[src/rtl/oc7to3_input.sv]
// oc7to3_input: seven-input ones counter, full-adder tree with a registered 3-bit count
module oc7to3_fa (
    input  logic x,
    input  logic y,
    input  logic z,
    output logic s,
    output logic co
);
    assign s  = x ^ y ^ z;
    assign co = (x & y) | (x & z) | (y & z);
endmodule

module oc7to3_input (
    input  logic clk,
    input  logic rst,
    input  logic a,
    input  logic b,
    input  logic c,
    input  logic d,
    input  logic e,
    input  logic f,
    input  logic g,
    output logic w2,
    output logic w1,
    output logic w0
);
    logic s1, c1, s2, c2, sum0, c3, sum1, sum2;
    oc7to3_fa fa1 (.x(a),  .y(b),  .z(c), .s(s1),   .co(c1));
    oc7to3_fa fa2 (.x(d),  .y(e),  .z(f), .s(s2),   .co(c2));
    oc7to3_fa fa3 (.x(s1), .y(s2), .z(g), .s(sum0), .co(c3));
    // weight-2 carries from the first two levels combine into bits 1 and 2
    oc7to3_fa fa4 (.x(c1), .y(c2), .z(c3), .s(sum1), .co(sum2));
    always_ff @(posedge clk or posedge rst)
        if (rst) {w2, w1, w0} <= 3'd0;
        else     {w2, w1, w0} <= {sum2, sum1, sum0};
endmodule

[config.mk]
export PLATFORM = sky130hd
export DESIGN_NAME = oc7to3_input
export DESIGN_NICKNAME = d
export VERILOG_FILES = /design/src/rtl/oc7to3_input.sv
export SDC_FILE = /design/constraint.sdc
export NUM_CORES = 1
export LEC_CHECK = 0
export ABC_AREA = 1
export CORE_AREA = 2 2 39 41
export CTS_CLUSTER_DIAMETER = 60
export DETAILED_ROUTE_END_ITERATION = 10
export DIE_AREA = 0 0 41 43
export PLACE_DENSITY = 0.4
export REMOVE_ABC_BUFFERS = 1
export SYNTH_ARGS = -nofsm -noshare
export SYNTH_HDL_FRONTEND = slang
export SYNTH_HIERARCHICAL = 1
export SYNTH_SLANG_ARGS = --single-unit
[constraint.sdc]
create_clock -name clk -period 0.8 [get_ports clk]
set_input_delay 0.24 -clock clk [delete_from_list [all_inputs] [get_ports clk]]
set_output_delay 0.24 -clock clk [all_outputs]
set_load 0.005 [all_outputs]
==> results of run 1 <==
layout make-up:
| cell class | count | area [µm²] |
|---|---|---|
| Sequential cell | 3 | 75.1 |
| Tap cell | 16 | 20.0 |
| Inverter | 1 | 3.75 |
| Multi-Input combinational cell | 4 | 82.6 |
| Fill cell | 154 | 1100 |
| Clock buffer | 4 | 26.3 |
| Timing Repair Buffer | 11 | 71.3 |
state kept, by name (all words and copies together), names as in the netlist:
| signal | count |
|---|---|
| w0 | 1 |
| w1 | 1 |
| w2 | 1 |
cells in the final DEF (no fill, tap or decap):
cell type	count
buf_2	8
clkbuf_4	3
fa_1	3
dfrtp_1	3
clkdlybuf4s50_1	2
inv_1	1
clkbuf_1	1
fa_2	1
buf_6	1
cells by family (layout without fill, tap and decap cells):
kind of cell | count (synthesis) | after routing | share of synthesized area
buffers and inverters | 1 | 16 | 0.0236
adder cells (fa/ha/maj) | 4 | 4 | 0.504
flip-flops | 3 | 3 | 0.472
report_power, final:
part / internal, µW / switching [µW] / leakage (µW)
registers: 195 / 8.88 / 0.0000350
logic: 82.1 / 62.6 / 0.0000790
clock network: 187 / 77.2 / 0.0000150
through the flow:
step           setup WS, ns   util
2_1_floorplan        -0.960      -
3_3_place_gp          -1.43  0.209
3_5_place_dp          -1.45  0.209
4_1_cts              -0.767  0.206
5_1_grt              -0.797  0.202
6_report             -0.769  0.202
worst paths after layout:
path,end,depth (start not counted)
max,w1$_DFF_PP0_,4
min,w2$_DFF_PP0_,2
max in group asynchronous,w1$_DFF_PP0_,2
min in group clk,w1$_DFF_PP0_,3
layer usage:
metal | GRT usage | part of all wire | up-vias
met5 | 0 | 0 | -
met1 | 0.0559 | 0.39 | 53
li1 | - | - | 52
met2 | 0.0563 | 0.34 | 14
met3 | 0.0366 | 0.21 | 2
met4 | 0.0800 | 0.057 | 0
what timing repair did:
| item | CTS | global route |
|---|---|---|
| pin swaps | 4 | 0 |
| endpoints found under the setup margin | 6 | 6 |
| resized for setup | 36 | 1 |
| endpoints found under the hold margin | 0 | 0 |
| gates cloned | 0 | 0 |
==> run_results.csv, run 1 <==
group,metric,value,unit
floorplan,dieArea,1760,µm²
placed_design,place_area,289,µm²
routing,drt_wl_total,331,µm
final_layout,final_area,279,µm²
critical_path,cp.arrival,1.67,ns
power,power_density,2200,nW/µm²
grt,antenna_found_initial,0,
critical_path,worstSetupPathType,"in2reg",
logic_synthesis,ys_seq_elements,3,
clock_network,cts_buffers,3,
timing,tightest_slew,0.111,ns
routing,routedWlPerCell,8.49,µm
critical_path,slowest_delay,0.51,ns
clock_network,cts_max_path_buffers,2,
logic_synthesis,synth_commonest_cells,"4 x fa_1, 3 x dfrtp_1, 1 x inv_1",
critical_path,crit_path_top_delay_cell,"fa_1",
timing,max_slew_margin,0.926,
routing,drc_errors,0,
power,design_power_total,613,µW
floorplan,die_y,43,µm
logic_synthesis,synth_cell_types,3,
power,p_leak,0.000129,µW
critical_path,crit_fanout,1,
clock_network,cts_tree,"yes",
grt,grt_first_pass_wirelength,552,µm
floorplan,io_pins,12,
critical_path,crit_path_frequent_cell,"fa_1",
logic_synthesis,synth_area_leaders,"fa_1 50%, dfrtp_1 47%, inv_1 2.4%",
clock_network,post_cts_buffers,0,
floorplan,die_w,41,µm
logic_synthesis,synth-edff-count,0,
timing,hold_violations,0,
clock_network,htreeDepth,1,
final_layout,stdcell_count,39,
critical_path,cp_data_required_time,0.90,ns
grt,grt.total_usage,0.0546,
grt,grt_max_degree,4,
timing,timing.hold.ws,0.175,ns
clock_network,clockRootBuffer,"clkbuf_4",
job,drv_cap,0,
logic_synthesis,ys_seq_area_frac,0.472,
timing,finalSetupTns,-2.34,ns
clock_network,cts.sinks,3,
routing,vias,121,
floorplan,start_util,0.115,
run_status,violations,"setup timing",
logic_synthesis,yosysWarnings,6,
critical_path,cp.buffers_inverters,1,
timing,max_freq,637,MHz
critical_path,crit_family,"adder cells",
routing,vias_per_cell,3.10,
grt,grt-ovfl-total,0,
clock_network,hold_buffers,0,
logic_synthesis,synthArstFlopShare,1.00,
clock_network,path_clk_slew,0.04,ns
grt,first_global_vias,143,
logic_synthesis,synthFlopType,"dfrtp_1",
final_layout,fin_nets,37,
timing,setup_viol,6,
final_layout,diodes,0,
logic_synthesis,syn-cell-area,159,µm²
final_layout,drive_gt1_frac,0.565,
routing,ant_nets,0,
critical_path,critPathCaptureType,"register",
routing,drtIter0Drc,1,
run_status,outcome,"complete, but fails checks",
timing,slew_viol_final,0,
final_layout,area_growth,75.6,%
logic_synthesis,synth_top_area_cell,"fa_1",
routing,dr.pass1.iters,2,
critical_path,cp-start-kind,"primary input",
floorplan,core-area,1380,µm²
critical_path,worstPathCellList,"buf_6 -> fa_1 -> fa_2 -> fa_1",
logic_synthesis,avgSynthCellArea,19.9,µm²
timing,period_needed,1.57,ns
critical_path,setup.worst_path.start,"a",
placed_design,placedCellCount,35,
hold_path,hold_path_class,"in2async",
placed_design,gp_congestion,0.547,
placed_design,numPortBuffers,11,
timing,grt_setup_unrepaired,"yes",
logic_synthesis,synth_most_common_cell,"fa_1",
timing,period_share,1.96,
floorplan,placementRows,14,
power,ir_worst_vdd,0.000379,V
logic_synthesis,synth_top_area_share,0.504,
timing,layout_setup_ws,-0.769,ns
logic_synthesis,syn_inst,8,
(Power assumes the default switching activity.)
==> run 2: changes to the inputs <==
--- a/config.mk
+++ b/config.mk
@@ -7,9 +7,10 @@
 export LEC_CHECK = 0
 export ABC_AREA = 1
 export CORE_AREA = 2 2 39 41
-export CTS_CLUSTER_DIAMETER = 60
+export CTS_CLUSTER_DIAMETER = 150
 export DETAILED_ROUTE_END_ITERATION = 10
 export DIE_AREA = 0 0 41 43
+export GPL_TIMING_DRIVEN = 0
 export PLACE_DENSITY = 0.4
 export REMOVE_ABC_BUFFERS = 1
 export SYNTH_ARGS = -nofsm -noshare
==> results of run 2 <==
No change in the layout: final DEF, timing and power equal those of run 1.
